--- config.mk ---
export PLATFORM = sky130hd
export DESIGN_NAME = pwm_capture
export DESIGN_NICKNAME = d
export VERILOG_FILES = /design/src/rtl/pwm_capture.sv
export SDC_FILE = /design/constraint.sdc
export NUM_CORES = 1
export LEC_CHECK = 0
export CORE_ASPECT_RATIO = 1.4
export CORE_MARGIN = 5
export CORE_UTILIZATION = 24
export DETAILED_ROUTE_END_ITERATION = 7
export GPL_TIMING_DRIVEN = 0
export PLACE_DENSITY_LB_ADDON = 0.25
export RECOVER_POWER = 50
export SYNTH_ARGS = -nofsm -noshare
export SYNTH_HDL_FRONTEND = slang
export SYNTH_SLANG_ARGS = --single-unit
--- constraint.sdc ---
create_clock -name clk -period 2.3 [get_ports clk]
set_input_delay 0.23 -clock clk [delete_from_list [all_inputs] [get_ports clk]]
set_output_delay 0.23 -clock clk [all_outputs]
set_load 0.05 [all_outputs]
--- src/rtl/pwm_capture.sv ---
// rtl/pwm_capture.sv - PWM line decoder recovering the pulse-width code of each frame
module pwm_capture #(
  parameter int WIDTH = 12,
  parameter int DIV   = 3
) (
  input  logic             clk,
  input  logic             rst,
  input  logic             en,
  input  logic             pwm_in,
  output logic [WIDTH-1:0] pw_out,
  output logic             pw_valid,
  output logic             pw_changed,
  output logic             static_flag
);

  localparam int PRE_W = (DIV > 1) ? $clog2(DIV) : 1;
  localparam int unsigned RELOAD_I = DIV - 1;
  localparam logic [PRE_W-1:0] PRE_RELOAD = RELOAD_I[PRE_W-1:0];
  localparam logic [WIDTH-1:0] SLOT_LAST = '1;

  logic             s1;
  logic             s2;
  logic [PRE_W-1:0] pre;
  logic             tick;
  logic             frame_end;
  logic [WIDTH-1:0] slot_cnt;
  logic [WIDTH:0]   high_cnt;
  logic [WIDTH:0]   total;
  logic [WIDTH-1:0] new_pw;

  assign tick      = en && (pre == '0);
  assign frame_end = tick && (slot_cnt == SLOT_LAST);
  assign total     = high_cnt + {{WIDTH{1'b0}}, s2};
  // total never exceeds 2^WIDTH, so its top bit alone marks an all-high frame
  assign new_pw    = total[WIDTH] ? '1 : total[WIDTH-1:0];

  always_ff @(posedge clk or posedge rst) begin
    if (rst) begin
      s1 <= 1'b0;
      s2 <= 1'b0;
    end else begin
      s1 <= pwm_in;
      s2 <= s1;
    end
  end

  always_ff @(posedge clk or posedge rst) begin
    if (rst) begin
      pre <= PRE_RELOAD;
    end else if (!en || (pre == '0)) begin
      pre <= PRE_RELOAD;
    end else begin
      pre <= pre - 1'b1;
    end
  end

  always_ff @(posedge clk or posedge rst) begin
    if (rst) begin
      slot_cnt <= '0;
      high_cnt <= '0;
    end else if (!en) begin
      slot_cnt <= '0;
      high_cnt <= '0;
    end else if (tick) begin
      if (slot_cnt == SLOT_LAST) begin
        slot_cnt <= '0;
        high_cnt <= '0;
      end else begin
        slot_cnt <= slot_cnt + 1'b1;
        high_cnt <= total;
      end
    end
  end

  always_ff @(posedge clk or posedge rst) begin
    if (rst) begin
      pw_out      <= '0;
      static_flag <= 1'b0;
      pw_valid    <= 1'b0;
      pw_changed  <= 1'b0;
    end else begin
      pw_valid   <= frame_end;
      pw_changed <= frame_end && (new_pw != pw_out);
      if (frame_end) begin
        pw_out      <= new_pw;
        static_flag <= (total == '0) || total[WIDTH];
      end
    end
  end

endmodule

Yosys cells after proc, flatten, opt, wreduce, memory -nomap -nowiden
Index checks and enable logic that the tools add are counted.

Register bits after elaboration: 44. Output and inout port bits: 15. Word-level logic and storage cells: 31.

Add/subtract/negate cells: 3. Eq/ne operators: 3. Mux-type cells: 8. Reductions and logical operators: 8.

Operator list (count): 12-bit 2-to-1 mux (4); 13-bit 2-to-1 mux (3); 13-bit by 1-bit adder with 13-bit output (1); 13-bit logical NOT (1); 12-bit by 1-bit adder with 12-bit output, second input constant (1); 12-bit == test, second input constant (1); 12-bit inequality test (1); 1-bit logical AND (3); 2-bit logical NOT (1); 1-bit logical OR (2); 2-bit 2-to-1 mux (1); 2-bit by 1-bit inequality test with 1-bit output, second input constant (1); 2-bit by 1-bit subtractor with 2-bit output, second input constant (1); 1-bit logical NOT (1).

Depth between registers and ports, before layout
Word-level depth: 4. Mapped depth: 10. Mapped depth without buffers: 8.

Worst setup path after synthesis
No wires, ideal clock.

Kind: flip-flop to flip-flop. From: register high_cnt[0]. To: register pw_changed. Setup time: 88 ps. Data arrival time: 2273 ps. Data required time: 2212 ps. Path slack: -62 ps. Cell stages (with the launch flop): 11. Clock period less this slack: 2362 ps. Path through: dfrtp_1 -> ha_1 -> ha_1 -> buf_2 -> nand3_2 -> or4_1 -> nand2_1 -> buf_4 -> nor4b_1 -> o311a_1 -> a41oi_1.

Longest elaborated chain between the ends: 4.

Ends and longest elaborated chain: from (decl) (line 27) `logic [WIDTH:0] high_cnt;`; from (signal assigned) (line 70) `high_cnt <= total;`; 13-bit by 1-bit adder with 13-bit output (line 33) `assign total = high_cnt + {{WIDTH{1'b0}}, s2};`; 12-bit 2-to-1 mux (line 35) `assign new_pw = total[WIDTH] ? '1 : total[WIDTH-1:0];`; 12-bit inequality test (line 83) `pw_changed <= frame_end && (new_pw != pw_out);`; 1-bit logical AND (line 83); to (signal assigned) (line 83); to (decl) (line 12) `output logic pw_changed,`.

No other way between the ends. A chain may end at the register's enable or synchronous reset.

Worst setup path after layout
Same ends and word-level chain as after synthesis.

==> results.json <==
{
  "start_kind": "flop",
  "synth-seq-area-share_pct": 41.89,
  "whs_ns": 0.3486,
  "io_pins": 19,
  "nFillCells": 1135,
  "endpoint_kind": "flop",
  "fin_crit_ns": 2.328,
  "antenna_left": 0,
  "rows": 45,
  "synthTopCellsByArea": "dfrtp_1, nand2_1, xnor2_1",
  "die_y_um": 133.9,
  "path_max_fanout": 7,
  "hold_class": "flop to flop",
  "maxSlewViolCount": 0,
  "clockRootBuffer": "clkbuf_16",
  "rsz0062_at_grt": "yes",
  "initial_utilization_pct": 24.34,
  "synthArstFlopShare_pct": 100.0,
  "fin_nets": 346,
  "violations": "setup timing",
  "layout-drive-gt1-share_pct": 19.76,
  "design_area_mm2": 0.003455,
  "slew_headroom_pct": 46.48,
  "htreeDepth": 2,
  "design.die.area_mm2": 0.01319,
  "synth_top_cell_area_share_pct": 40.89,
  "cts_made_buffers": 5,
  "cts_tree": "built",
  "clock-sinks": 44,
  "worst_slack_ns": -0.02781,
  "overflow": 0,
  "wl_per_cell_um": 14.47,
  "final_cells": 480,
  "peakVddDrop_v": 0.0003905,
  "placedCellCount": 458,
  "syn_area_per_cell_um2": 8.800,
  "syn_area_mm2": 0.002631,
  "hold_violations": 0,
  "multi_input_area_mm2": 0.001560,
  "dieWidth_um": 98.50,
  "drt_iter0_drc": 81,
  "drc_errors": 0,
  "grt_pass1_wl_um": 11560,
  "cp.required_ns": 2.50,
  "crit_type": "flop to flop",
  "worst-slew-pin-transition_ns": 0.8019,
  "diodes": 0,
  "power_w": 0.001875,
  "dp_hpwl_um": 5021,
  "gp_congestion": 0.8373,
  "fin_crit_sh_pct": 101.2,
  "clk_transition_reported_paths_ns": 0.06,
  "yosysTopAreaCell": "dfrtp_1",
  "grt_use_total_pct": 10.72,
  "crit_arrival_ns": 2.53,
  "synth_cells": 299,
  "max_freq_ghz": 0.4296,
  "post_drt_via_cell_ratio": 4.917,
  "yosysUniqueCellTypes": 54,
  "firstDrtPassIters": 4,
  "grt_max_degree": 26,
  "vias": 2360,
  "area_delta_synth_final_pct": 31.29,
  "yosysWarnings": 0,
  "first_global_vias": 2266,
  "synthesis.nets": 307,
  "leakage_nw": 1.450,
  "synth.most_common_cell": "dfrtp_1",
  "ys.flop_type": "dfrtp_1",
  "seqCellArea_mm2": 0.001102,
  "portBuffers": 17,
  "core_mm2": 0.01081,
  "wl_um": 6945,
  "clock_latency_ns": 0.28,
  "tns_ns": -0.05392,
  "clockBufferDepth": 2,
  "p_per_area_mw_per_mm2": 542.7,
  "antenna_found_initial": 0,
  "status": "finished, violations left",
  "synth_seq_cells": 44,
  "synth_edf_count": 0,
  "place_area_mm2": 0.003014,
  "clock_skew_ns": 0.003326,
  "setup-violations-final": 2,
  "cap_violations": 0,
  "yosys-top-cells-count": "dfrtp_1, nand2_1, o21ai_1"
}
[cell type report]
class / instances / share of cell area (%)
Inverter: 6 / 0.6519
Clock buffer: 6 / 3.731
Clock inverter: 2 / 1.014
Tap cell: 141 / 5.107
Multi-Input combinational cell: 227 / 45.16
Timing Repair Buffer: 33 / 8.548
Sequential cell: 44 / 31.91
Buffer: 21 / 3.875
[state kept, by name, indices dropped and copies added, names as in the netlist]
signal	count
slot_cnt	12
pw_valid	1
s1	1
pw_out	12
pw_changed	1
static_flag	1
high_cnt	13
pre	2
s2	1
[routing by layer]
layer  share of wire (%)  vias up  routed length (um)  global-route usage, %
met1                  42     1138                2937                  12.54
met3                 3.2       12                 221                  1.717
met2                  52       51                3614                  19.49
met5                   0        -                   0                      0
met4                 2.5        0                 171                  3.948
li1                    -     1159                   -                      -
[through the flow]
| stage | utilization [%] | setup WS [ns] |
|---|---|---|
| 2_1_floorplan | - | 0.02181 |
| 3_3_place_gp | 27.70 | -0.4099 |
| 3_5_place_dp | 27.88 | -0.3782 |
| 4_1_cts | 30.57 | -0.06017 |
| 5_1_grt | 31.96 | -0.1399 |
| 6_report | 31.96 | -0.02781 |
[worst max-delay path, stage by stage (launching register included)]
cell     delay [ns]
dfrtp_1        0.38
ha_4           0.18
ha_4           0.13
buf_6          0.12
nand3_4        0.10
o31a_1         0.39
nor2_2         0.30
a21oi_1        0.11
o311a_1        0.36
a41oi_2        0.16
[cells in the final DEF, fill, tap and decap left out, types with 11 or more instances in the layout]
| master | netlist | layout |
|---|---|---|
| buf_4 | 3 | 20 |
| clkdlybuf4s50_1 | 0 | 15 |
| dfrtp_1 | 43 | 43 |
| nand2_1 | 36 | 35 |
| nand3_1 | 11 | 11 |
| nor2_1 | 22 | 20 |
| o21ai_0 | 11 | 11 |
| o21ai_1 | 25 | 25 |
| xnor2_1 | 15 | 15 |
[worst paths after layout]
path | end | startpoint | slack (ns) | cells after the start
worst min register to register | s2$_DFF_PP0_ | s1$_DFF_PP0_ | 0.35 | 0
max in group asynchronous | pw_out[6]$_DFFE_PP0P_ | rst | 0.64 | 3
worst max register to register | pw_changed$_DFF_PP0_ | high_cnt[0]$_DFFE_PP0P_ | -0.03 | 9
worst max-delay path | pw_changed$_DFF_PP0_ | high_cnt[0]$_DFFE_PP0P_ | -0.03 | 9
worst min-delay path | s2$_DFF_PP0_ | s1$_DFF_PP0_ | 0.35 | 0
min in group asynchronous | pre[0]$_DFF_PP0_ | rst | 0.53 | 2
[timing repair]
item | 4_1_cts | 5_1_grt
buffers inserted | 2 | 13
endpoints found under the hold margin | 0 | 0
setup endpoints to repair | 12 | 11
hold buffers | 0 | 0
gates resized for setup | 24 | 15
pin swaps | 6 | 9
[power breakdown]
group,switching (W),internal (W)
logic,0.000152,0.0000989
registers,0.0000164,0.000802
clock network,0.000295,0.000511
[cells by family (layout without fill, tap and decap cells)]
kind of cell / after synthesis / count (layout) / share of synthesized area [%]
AOI/OAI and AO/OA: 75 / 75 / 18.07
buffers and inverters: 28 / 68 / 5.088
muxes: 3 / 3 / 1.141
DFF: 44 / 44 / 41.89
and+or+nand+nor: 124 / 124 / 24.63
adders and majority gates: 4 / 4 / 1.902
xor gates and xnor gates: 21 / 21 / 7.276
Note: power is estimated with default switching activity, not from simulation.
